<file path="src/rtl/psram_frame_engine.sv">
// Frame engine: streams PSRAM bursts out as video lines, with an optional background fill.
// The fill path is built only when PSRAM_FRAME_FILL_EN is defined.
`timescale 1ns/1ps
module psram_frame_engine #(
    parameter int DQ_WIDTH     = 16,
    parameter int ADDR_WIDTH   = 21,
    parameter int BURST_WORDS  = 32,
    parameter int READ_LATENCY = 16,
    parameter int WRITE_GAP    = 16,
    parameter int H_BURSTS     = 10,
    parameter int V_LINES      = 480,
    parameter int BURST_STEP   = 64,
    parameter int LINE_STRIDE  = 1024
) (
    input  logic                    psram_clock,
    input  logic                    psram_reset,
    input  logic                    init_calib_i,
    input  logic [4*DQ_WIDTH-1:0]   rd_data_i,
    input  logic                    rd_data_valid_i,
    output logic [4*DQ_WIDTH-1:0]   wr_data_o,
    output logic [4*DQ_WIDTH/8-1:0] data_mask_o,
    output logic [ADDR_WIDTH-1:0]   addr_o,
    output logic                    cmd_o,
    output logic                    cmd_en_o,
    input  logic                    vsync_i,
    input  logic                    almost_full_i,
    input  logic                    fill_req_i,
    input  logic [31:0]             fill_color_i,
    output logic                    fill_done_o,
    output logic                    m_axis_tvalid,
    output logic                    m_axis_tuser,
    output logic                    m_axis_tlast,
    output logic [4*DQ_WIDTH-1:0]   m_axis_tdata,
    output logic                    busy_o,
    output logic                    rd_error_o,
    output logic [7:0]              error_count_o
);
    localparam int BW   = 4 * DQ_WIDTH;
    localparam int M1   = (BURST_WORDS > READ_LATENCY) ? BURST_WORDS : READ_LATENCY;
    localparam int MAXC = (M1 > WRITE_GAP) ? M1 : WRITE_GAP;
    localparam int CW   = $clog2(MAXC + 1);
    localparam int HW   = (H_BURSTS > 1) ? $clog2(H_BURSTS) : 1;
    localparam int VW   = (V_LINES > 1) ? $clog2(V_LINES) : 1;

    localparam logic [CW-1:0] LAT_END  = CW'(READ_LATENCY - 1);
    localparam logic [CW-1:0] WORD_END = CW'(BURST_WORDS - 1);
    localparam logic [CW-1:0] GAP_END  = CW'(WRITE_GAP - 1);
    localparam logic [HW-1:0] H_END    = HW'(H_BURSTS - 1);
    localparam logic [VW-1:0] V_END    = VW'(V_LINES - 1);

    typedef enum logic [3:0] {
        IDLE,
        WAIT_VSYNC,
        RD_CMD,
        RD_LAT,
        RD_DATA,
        RD_NEXT
`ifdef PSRAM_FRAME_FILL_EN
        ,
        FILL_CMD,
        FILL_DATA,
        FILL_GAP
`endif
    } state_t;

    state_t          state_q, state_d;
    logic [VW-1:0]   line_q, line_d;
    logic [HW-1:0]   burst_q, burst_d;
    logic [CW-1:0]   cnt_q, cnt_d;
    logic            vsync_q;
    logic [BW-1:0]   tdata_q, tdata_d;
    logic            tvalid_q, tvalid_d;
    logic            tuser_q, tuser_d;
    logic            tlast_q, tlast_d;
    logic            err_q, err_d;
    logic [7:0]      errcnt_q, errcnt_d;
    logic            vsync_rise;
    logic            last_burst;

    assign vsync_rise = vsync_i & ~vsync_q;
    assign last_burst = (burst_q == H_END) && (line_q == V_END);

`ifdef PSRAM_FRAME_FILL_EN
    logic [31:0] colour_q, colour_d;
`endif

    always_comb begin
        state_d  = state_q;
        line_d   = line_q;
        burst_d  = burst_q;
        cnt_d    = cnt_q;
        tdata_d  = tdata_q;
        tvalid_d = 1'b0;
        tuser_d  = 1'b0;
        tlast_d  = 1'b0;
        err_d    = err_q;
        errcnt_d = errcnt_q;
`ifdef PSRAM_FRAME_FILL_EN
        colour_d = colour_q;
`endif
        unique case (state_q)
            IDLE: begin
                if (init_calib_i) begin
`ifdef PSRAM_FRAME_FILL_EN
                    state_d  = FILL_CMD;
                    colour_d = fill_color_i;
                    line_d   = '0;
                    burst_d  = '0;
                    cnt_d    = '0;
`else
                    state_d  = WAIT_VSYNC;
`endif
                end
            end
            WAIT_VSYNC: begin
`ifdef PSRAM_FRAME_FILL_EN
                if (fill_req_i) begin
                    state_d  = FILL_CMD;
                    colour_d = fill_color_i;
                    line_d   = '0;
                    burst_d  = '0;
                    cnt_d    = '0;
                end else
`endif
                if (vsync_rise) begin
                    state_d = RD_CMD;
                    line_d  = '0;
                    burst_d = '0;
                    cnt_d   = '0;
                end
            end
            RD_CMD: begin
                // The strobe cycle itself counts toward the read latency.
                if (!almost_full_i) begin
                    state_d = RD_LAT;
                    cnt_d   = CW'(1);
                end
            end
            RD_LAT: begin
                if (cnt_q == LAT_END) begin
                    state_d = RD_DATA;
                    cnt_d   = '0;
                end else begin
                    cnt_d = cnt_q + CW'(1);
                end
            end
            RD_DATA: begin
                tvalid_d = 1'b1;
                tdata_d  = rd_data_i;
                tuser_d  = (line_q == '0) && (burst_q == '0) && (cnt_q == '0);
                tlast_d  = (burst_q == H_END) && (cnt_q == WORD_END);
                if (!rd_data_valid_i) begin
                    err_d = 1'b1;
                    if (errcnt_q != 8'hff) begin
                        errcnt_d = errcnt_q + 8'd1;
                    end
                end
                if (cnt_q == WORD_END) begin
                    state_d = RD_NEXT;
                    cnt_d   = '0;
                end else begin
                    cnt_d = cnt_q + CW'(1);
                end
            end
            RD_NEXT: begin
                state_d = last_burst ? WAIT_VSYNC : RD_CMD;
                if (burst_q == H_END) begin
                    burst_d = '0;
                    line_d  = (line_q == V_END) ? '0 : line_q + VW'(1);
                end else begin
                    burst_d = burst_q + HW'(1);
                end
            end
`ifdef PSRAM_FRAME_FILL_EN
            FILL_CMD: begin
                state_d = FILL_DATA;
                cnt_d   = '0;
            end
            FILL_DATA: begin
                if (cnt_q == WORD_END) begin
                    state_d = FILL_GAP;
                    cnt_d   = '0;
                end else begin
                    cnt_d = cnt_q + CW'(1);
                end
            end
            FILL_GAP: begin
                if (cnt_q == GAP_END) begin
                    cnt_d = '0;
                    if (last_burst) begin
                        state_d = WAIT_VSYNC;
                        burst_d = '0;
                        line_d  = '0;
                    end else begin
                        state_d = FILL_CMD;
                        if (burst_q == H_END) begin
                            burst_d = '0;
                            line_d  = line_q + VW'(1);
                        end else begin
                            burst_d = burst_q + HW'(1);
                        end
                    end
                end else begin
                    cnt_d = cnt_q + CW'(1);
                end
            end
`endif
            default: state_d = IDLE;
        endcase
    end

    always_ff @(posedge psram_clock) begin
        if (psram_reset) begin
            state_q  <= IDLE;
            line_q   <= '0;
            burst_q  <= '0;
            cnt_q    <= '0;
            vsync_q  <= 1'b1;
            tdata_q  <= '0;
            tvalid_q <= 1'b0;
            tuser_q  <= 1'b0;
            tlast_q  <= 1'b0;
            err_q    <= 1'b0;
            errcnt_q <= '0;
        end else begin
            state_q  <= state_d;
            line_q   <= line_d;
            burst_q  <= burst_d;
            cnt_q    <= cnt_d;
            vsync_q  <= vsync_i;
            tdata_q  <= tdata_d;
            tvalid_q <= tvalid_d;
            tuser_q  <= tuser_d;
            tlast_q  <= tlast_d;
            err_q    <= err_d;
            errcnt_q <= errcnt_d;
        end
    end

    assign addr_o = ADDR_WIDTH'(line_q) * ADDR_WIDTH'(LINE_STRIDE)
                  + ADDR_WIDTH'(burst_q) * ADDR_WIDTH'(BURST_STEP);

`ifdef PSRAM_FRAME_FILL_EN
    always_ff @(posedge psram_clock) begin
        if (psram_reset) begin
            colour_q <= '0;
        end else begin
            colour_q <= colour_d;
        end
    end

    assign cmd_o       = (state_q == FILL_CMD);
    assign cmd_en_o    = (state_q == FILL_CMD) ||
                         ((state_q == RD_CMD) && !almost_full_i);
    assign wr_data_o   = (state_q == FILL_DATA) ? BW'({colour_q, colour_q}) : '0;
    assign fill_done_o = (state_q == FILL_GAP) && (cnt_q == GAP_END) && last_burst;
`else
    logic unused_fill;
    assign unused_fill = ^{fill_req_i, fill_color_i};

    assign cmd_o       = 1'b0;
    assign cmd_en_o    = (state_q == RD_CMD) && !almost_full_i;
    assign wr_data_o   = '0;
    assign fill_done_o = 1'b0;
`endif

    assign data_mask_o   = '0;
    assign m_axis_tvalid = tvalid_q;
    assign m_axis_tuser  = tuser_q;
    assign m_axis_tlast  = tlast_q;
    assign m_axis_tdata  = tdata_q;
    assign busy_o        = (state_q != WAIT_VSYNC) && (state_q != IDLE);
    assign rd_error_o    = err_q;
    assign error_count_o = errcnt_q;
endmodule
</file>
<file path="config.mk">
export PLATFORM = sky130hd
export DESIGN_NAME = psram_frame_engine
export DESIGN_NICKNAME = d
export VERILOG_FILES = /design/src/rtl/psram_frame_engine.sv
export SDC_FILE = /design/constraint.sdc
export NUM_CORES = 1
export LEC_CHECK = 0
export BUFFER_PORTS_ARGS = -buffer_cell sky130_fd_sc_hd__buf_4
export CELL_PAD_IN_SITES_DETAIL_PLACEMENT = 1
export CELL_PAD_IN_SITES_GLOBAL_PLACEMENT = 1
export CORE_UTILIZATION = 28
export CTS_BUF_LIST = sky130_fd_sc_hd__clkbuf_8
export DETAILED_ROUTE_END_ITERATION = 12
export GPL_ROUTABILITY_DRIVEN = 0
export PLACE_DENSITY = 0.78
export SETUP_SLACK_MARGIN = 0.2
export SLEW_MARGIN = 30
export SYNTH_ARGS = -nofsm -noshare
export SYNTH_HDL_FRONTEND = slang
export SYNTH_SLANG_ARGS = --single-unit
</file>
<file path="constraint.sdc">
create_clock -name psram_clock -period 1.5 [get_ports psram_clock]
set_clock_uncertainty 0.05 [all_clocks]
set_input_delay 0.15 -clock psram_clock [delete_from_list [all_inputs] [get_ports psram_clock]]
set_output_delay 0.15 -clock psram_clock [all_outputs]
set_load 0.05 [all_outputs]
</file>
==> results of run 1 <==
-- per-stage QoR --
| step | TNS (ps) | cells | instance area [sq um] | power (mW) | worst slack, ps |
|---|---|---|---|---|---|
| floorplan | -1050 | 665 | 5110 | 4.24 | -144 |
| global placement | -2460 | 974 | 6150 | 4.62 | -187 |
| detailed placement | -3450 | 974 | 6150 | 4.65 | -236 |
| CTS | -5920 | 1093 | 8000 | 7.25 | -164 |
| global route | -14650 | 1097 | 8510 | 7.76 | -253 |
| finish | -8100 | 1097 | 8510 | 7.47 | -153 |
-- where the power goes --
group	total [mW]	switching, mW	internal [mW]	leakage, nW
Combinational	2.69	1.64	1.06	2.62
Sequential	2.79	0.0734	2.72	0.813
Clock	1.99	1.01	0.976	0.114
-- worst max-delay path, delay by kind of cell, from the launching register on --
| family | cells | cell delay (ps) |
|---|---|---|
| AOI/OAI and AO/OA | 1 | 70 |
| buffers and inverters | 3 | 450 |
| xor gates and xnor gates | 1 | 140 |
| DFF | 1 | 340 |
| and+or+nand+nor | 3 | 490 |
-- flip-flops by register name, indices dropped and copies added, names as in the netlist --
register / flops
rd_error_o: 1
m_axis_tvalid: 1
burst_q: 4
line_q: 9
state_q: 3
vsync_q: 1
m_axis_tuser: 1
error_count_o: 8
cnt_q: 6
m_axis_tlast: 1
m_axis_tdata: 64
-- kinds of logic after synthesis --
group,count (synthesis)
other,1
adders and majority gates,8
xor gates and xnor gates,12
AOI/OAI and AO/OA,99
DFF,99
buffers and inverters,120
and+or+nand+nor,245
-- cells in the mapped netlist, types with 3 or more instances --
master / n
sky130_fd_sc_hd__ha_1: 8
sky130_fd_sc_hd__nand3b_1: 6
sky130_fd_sc_hd__and3_1: 5
sky130_fd_sc_hd__nand4_1: 7
sky130_fd_sc_hd__nor2_1: 35
sky130_fd_sc_hd__nor3_1: 8
sky130_fd_sc_hd__buf_4: 82
sky130_fd_sc_hd__a31oi_1: 4
sky130_fd_sc_hd__o21ai_1: 6
sky130_fd_sc_hd__xor2_1: 9
sky130_fd_sc_hd__buf_2: 4
sky130_fd_sc_hd__nand3_1: 12
sky130_fd_sc_hd__nand2b_1: 3
sky130_fd_sc_hd__inv_1: 9
sky130_fd_sc_hd__xnor2_1: 3
sky130_fd_sc_hd__a21oi_1: 73
sky130_fd_sc_hd__clkbuf_1: 23
sky130_fd_sc_hd__nand2_1: 148
sky130_fd_sc_hd__and4_1: 3
sky130_fd_sc_hd__dfxtp_1: 99
sky130_fd_sc_hd__or2_2: 3
-- cell type report --
type	count	area [sq um]	area share [%]
clock inverters	5	77.6	0.912
repair buffers	311	3010	35.4
well taps	216	270	3.18
multi-input cells	446	2950	34.6
inverters	10	37.5	0.441
flip-flops and latches	99	2030	23.9
clock buffers	10	138	1.62
-- repair_timing --
| action | CTS | global route |
|---|---|---|
| hold buffers | 65 | 0 |
| setup endpoints to repair | 100 | 101 |
| gates cloned | 14 | 0 |
| setup buffers | 25 | 4 |
| pin swaps | 42 | 70 |
| endpoints found under the hold margin | 65 | 0 |
| gates resized for setup | 115 | 133 |
-- layer usage --
| layer | global-route usage (%) | part of all wire (%) | wire [um] | vias to the layer above |
|---|---|---|---|---|
| li1 | - | - | - | 2358 |
| met1 | 22.9 | 38 | 7850 | 2456 |
| met2 | 41.6 | 55 | 11200 | 166 |
| met3 | 4.76 | 4.9 | 1010 | 35 |
| met4 | 9.85 | 2.3 | 462 | 0 |
| met5 | 0 | 0 | 0 | - |
-- how the worst min path moves through the flow --
stage / to / slack [ps] / depth (start not counted)
after floorplan: vsync_q / 210 / 1
after global placement: vsync_q / 320 / 2
after detailed placement: vsync_q / 330 / 2
after CTS: error_count_o[2] / 90 / 2
after global routing: error_count_o[7] / 120 / 2
final: cnt_q[1] / 110 / 2
==> flow_metrics.py, run 1 <==
metrics = {
    "outcome": {
        "outcome": "complete, but fails checks",
        "violations": "setup timing",
    },
    "synth": {
        "synthesis.area_sq_um": 4610,
        "synth.yosys.seq_area_share_pct": 43.0,
        "synth_top_family_by_area": "simple AND/OR/NAND/NOR gates",
        "synth-async-reset-ratio_pct": 0,
        "dominantRegCellSynth": "sky130_fd_sc_hd__dfxtp_1",
        "ys.warnings.count": 0,
        "synthAdderAreaFrac_pct": 2.17,
        "yosys-top-cells-area": "sky130_fd_sc_hd__dfxtp_1, sky130_fd_sc_hd__buf_4, sky130_fd_sc_hd__nand2_1",
        "synthSimpleGateAreaFrac_pct": 23.8,
        "synth_enable_flop_cells": 0,
        "yosys.cell_types.count": 49,
        "yosys.area.top_type_share_pct": 43.0,
        "avgSynthCellArea_sq_um": 7.89,
        "synth_mux_area_share_pct": 0,
        "seq_cells_post_synth": 99,
        "cell_type_with_the_highest_aggregate_area_in_the_netlist": "sky130_fd_sc_hd__dfxtp_1",
        "synth-compound-area-share_pct": 12.1,
        "netlist_instances": 584,
        "parity_gate_share_of_the_synthesized_area_counting_xor_and_xnor_cells_pct": 2.28,
    },
    "clock_network": {
        "tritoncts_num_sinks": 99,
        "tritoncts_clock_tree": "built",
        "ctsHtreeMaxLevel": 3,
        "ctsLongestPathBuffers": 2,
        "clkTransAtPathRegs_ps": 100,
        "cts_inserted_buffers": 9,
        "clkLatencyLatePin_ps": 380,
        "clock-root-buffer": "sky130_fd_sc_hd__clkbuf_8",
    },
    "layout": {
        "antenna_cells_inserted": 0,
        "drive_above_1_share_pct": 52.3,
        "layout.core_utilization_pct": 53.4,
        "layout.cells.most_common": "sky130_fd_sc_hd__buf_4",
        "area_growth_syn_to_layout_pct": 84.8,
        "highest_count_cells_in_the_layout_ignoring_fill_and_taps": "sky130_fd_sc_hd__buf_4, sky130_fd_sc_hd__conb_1, sky130_fd_sc_hd__nand2_1, sky130_fd_sc_hd__dfxtp_1, sky130_fd_sc_hd__dlygate4sd3_1",
        "num-fill-cells": 1809,
        "final_net_count": 988,
    },
    "global_routing": {
        "track_usage_pct": 21.9,
        "maximum_number_of_pins_on_one_net_before_global_route_repair": 65,
        "grt_first_pass_wirelength_um": 27700,
        "number_of_antenna_violations_at_the_first_check_in_global_routing": 0,
        "grt_pass1_vias": 5184,
        "globalRoute.totalOverflow": 0,
    },
    "power_and_ir_drop": {
        "cellLeakagePower_nw": 3.54,
        "vdd_drop_max_uv": 426,
        "power-per-cell-area_nw_per_um2": 878,
    },
    "sta": {
        "final_hold_slack_ps": 114,
        "fmaxAchievable_mhz": 605,
        "setup_repair_after_global_routing_missed_its_margin": "yes",
        "layout_min_cycle_time_ps": 1650,
        "maxSlewViolCount": 0,
        "hold_viol": 0,
        "setup_viol": 97,
        "layout_worst_path_cycle_share_pct": 110,
        "finalWorstSetupSlack_ps": -153,
    },
    "floorplan": {
        "core.rowCount": 46,
        "floorplan.io_pins": 276,
        "initial_utilization_pct": 28.9,
        "die-height_um": 130,
        "design.core.area_sq_um": 15900,
        "die_width_um": 130,
        "floorplan.die_area_sq_um": 17000,
    },
    "worst_setup_path": {
        "startpoint_type": "flip-flop",
        "rr_endpoint": "error_count_o[7]",
        "timing.critical_path.required_ps": 1720,
        "r2r-start": "state_q[1]",
        "path_class": "flip-flop to flip-flop",
        "critical_path_s_largest_stage_delay_ps": 340,
        "worstSetupStartpoint": "state_q[1]",
        "worstPathMaxFanout": 8,
        "regToRegSetupSlack_ps": -150,
        "worst-endpoint-arrival_ps": 1870,
        "critical_path.cell_chain": "buf_6 -> buf_4 -> nor4b_4 -> buf_4 -> o21ai_4 -> nor3_2 -> xnor2_1 -> nor2_1",
        "depth_of_the_worst_register_to_register_path": 8,
        "end_kind": "flip-flop",
        "most_used_cell_along_the_critical_path": "sky130_fd_sc_hd__buf_4",
        "cpMaxStageDelayCell": "sky130_fd_sc_hd__dfxtp_2",
        "critical_path.endpoint": "error_count_o[7]",
    },
    "job": {
        "maxCapViolations": 0,
    },
    "drt": {
        "wl_per_cell_um": 18.7,
        "num_vias": 5015,
        "detail_route.first_pass.iterations": 4,
        "drc": 0,
        "postRouteWirelength_um": 20500,
        "detail_route.vias_per_cell": 4.57,
        "drt_iter0_markers": 159,
        "residual_antenna_violating_net_count_after_detailed_routing": 0,
    },
    "min_path": {
        "worst_hold_path_type": "primary input to flip-flop",
        "holdCritStartpoint": "psram_reset",
    },
    "placement": {
        "buffer_ports.inserted": 160,
        "detailed_placement_hpwl_um": 9410,
    },
}
Note: power is estimated with default switching activity, not from simulation.
==> run 2, diff against run 1 <==
Settings changed: CORE_ASPECT_RATIO set to 0.9, PLACE_DENSITY 0.78 to not set, PLACE_DENSITY_LB_ADDON set to 0.1.
==> flow_metrics.py, run 2 (synthesis gave the netlist of run 1 again) <==
metrics = {
    "global_routing": {
        "number_of_antenna_violations_at_the_first_check_in_global_routing": 0,
        "globalRoute.totalOverflow": 0,
        "grt_first_pass_wirelength_um": 23800,
        "track_usage_pct": 18.5,
        "grt_pass1_vias": 4707,
        "maximum_number_of_pins_on_one_net_before_global_route_repair": 35,
    },
    "floorplan": {
        "core.rowCount": 44,
        "initial_utilization_pct": 28.6,
        "die_width_um": 137,
        "die-height_um": 124,
        "design.core.area_sq_um": 16100,
        "floorplan.io_pins": 276,
        "floorplan.die_area_sq_um": 17000,
    },
    "sta": {
        "maxSlewViolCount": 0,
        "setup_repair_after_global_routing_missed_its_margin": "yes",
        "finalWorstSetupSlack_ps": -232,
        "layout_worst_path_cycle_share_pct": 115,
        "final_hold_slack_ps": 151,
        "setup_viol": 92,
        "fmaxAchievable_mhz": 577,
        "layout_min_cycle_time_ps": 1730,
        "hold_viol": 0,
    },
    "worst_setup_path": {
        "worstPathMaxFanout": 8,
        "depth_of_the_worst_register_to_register_path": 10,
        "timing.critical_path.required_ps": 1750,
        "path_class": "flip-flop to flip-flop",
        "worstSetupStartpoint": "state_q[1]",
        "rr_endpoint": "m_axis_tdata[24]",
        "critical_path.endpoint": "m_axis_tdata[24]",
        "worst-endpoint-arrival_ps": 1980,
        "r2r-start": "state_q[1]",
        "startpoint_type": "flip-flop",
        "end_kind": "flip-flop",
        "regToRegSetupSlack_ps": -230,
    },
    "placement": {
        "placedInstanceArea_sq_um": 6160,
        "dp_slack_ps": -169,
        "buffer_ports.inserted": 160,
        "detailed_placement_hpwl_um": 10100,
    },
    "power_and_ir_drop": {
        "vdd_drop_max_uv": 708,
        "cellLeakagePower_nw": 3.47,
        "power-per-cell-area_nw_per_um2": 862,
    },
    "job": {
        "maxCapViolations": 0,
    },
    "layout": {
        "largest_reg_flops": 64,
        "area_growth_syn_to_layout_pct": 77.1,
        "antenna_cells_inserted": 0,
        "final_design_area_no_fill_sq_um": 8160,
        "drive_above_1_share_pct": 44.6,
        "highest_count_cells_in_the_layout_ignoring_fill_and_taps": "sky130_fd_sc_hd__buf_4, sky130_fd_sc_hd__nand2_1, sky130_fd_sc_hd__conb_1, sky130_fd_sc_hd__dfxtp_1, sky130_fd_sc_hd__dlygate4sd3_1",
        "layout.core_utilization_pct": 50.6,
        "final_net_count": 984,
        "layout.cells.most_common": "sky130_fd_sc_hd__buf_4",
    },
    "drt": {
        "num_vias": 4792,
        "residual_antenna_violating_net_count_after_detailed_routing": 0,
        "postRouteWirelength_um": 16800,
        "drc": 0,
        "detail_route.vias_per_cell": 4.42,
        "detail_route.first_pass.iterations": 4,
        "wl_per_cell_um": 15.5,
        "drt_iter0_markers": 96,
    },
    "clock_network": {
        "clkTransAtPathRegs_ps": 100,
        "clock-root-buffer": "sky130_fd_sc_hd__clkbuf_8",
        "ctsHtreeMaxLevel": 3,
        "clkLatencyLatePin_ps": 380,
        "tritoncts_num_sinks": 99,
        "tritoncts_clock_tree": "built",
        "ctsLongestPathBuffers": 2,
        "cts_inserted_buffers": 9,
    },
    "outcome": {
        "violations": "setup timing",
        "outcome": "complete, but fails checks",
    },
    "min_path": {
        "worst_hold_path_type": "primary input to flip-flop",
        "whs_path_depth": 2,
    },
}
## run 2: power breakdown
part / leakage, nW / internal [mW] / total (mW) / switching, mW
clock: 0.0941 / 0.668 / 1.69 / 1.02
combinational: 2.56 / 1.05 / 2.55 / 1.50
sequential: 0.814 / 2.72 / 2.79 / 0.0672
## run 2: area by class of cell
type | instances | area [sq um]
clock inverter | 5 | 43.8
clock buffer | 10 | 138
timing repair buffer | 307 | 2950
inverter | 10 | 40.0
sequential | 99 | 2040
tap | 207 | 259
multi-input combinational | 446 | 2690
fill | 1863 | 7970
## run 2: timing repair
action	4_1_cts	5_1_grt
gates resized for setup	78	89
cloned	8	1
setup buffers	16	12
pin swaps	26	52
hold buffers	65	0
setup endpoints to repair	100	106
endpoints found under the hold margin	65	0
## run 2: critical path, stage by stage, from the launching register on
cell and delay (ps):
sky130_fd_sc_hd__dfxtp_4 370, sky130_fd_sc_hd__buf_6 120, sky130_fd_sc_hd__buf_12 120, sky130_fd_sc_hd__buf_6 110
sky130_fd_sc_hd__nor3b_4 170, sky130_fd_sc_hd__buf_6 160, sky130_fd_sc_hd__buf_6 120, sky130_fd_sc_hd__buf_12 100
sky130_fd_sc_hd__buf_16 120, sky130_fd_sc_hd__nand2_1 60, sky130_fd_sc_hd__a21oi_1 160
## run 2: worst min-delay path by stage
| stage | from | slack [ps] | to |
|---|---|---|---|
| 2_1_floorplan | vsync_i | 210 | vsync_q |
| 3_3_place_gp | vsync_i | 320 | vsync_q |
| 3_5_place_dp | vsync_i | 320 | vsync_q |
| 4_1_cts | psram_reset | 130 | error_count_o[7] |
| 5_1_grt | psram_reset | 140 | m_axis_tdata[48] |
| 6_report | psram_reset | 150 | m_axis_tdata[48] |
## run 2: per-stage QoR
| stage | power, mW | std cells | TNS (ps) |
|---|---|---|---|
| CTS | 6.96 | 1071 | -12450 |
| finish | 7.03 | 1084 | -11410 |
| detailed placement | 4.67 | 967 | -5540 |
| global placement | 4.63 | 967 | -2630 |
| floorplan | 4.24 | 665 | -1050 |
| global route | 7.36 | 1084 | -17620 |
## run 2: metal layers
metal	track usage (%)	vias to the layer above	part of all wire [%]	routed length, um
met5	0	-	0	0
met1	21.9	2287	43	7130
met2	33.3	155	52	8670
met4	4.74	0	1.0	171
met3	4.48	10	4.6	774
li1	-	2340	-	-
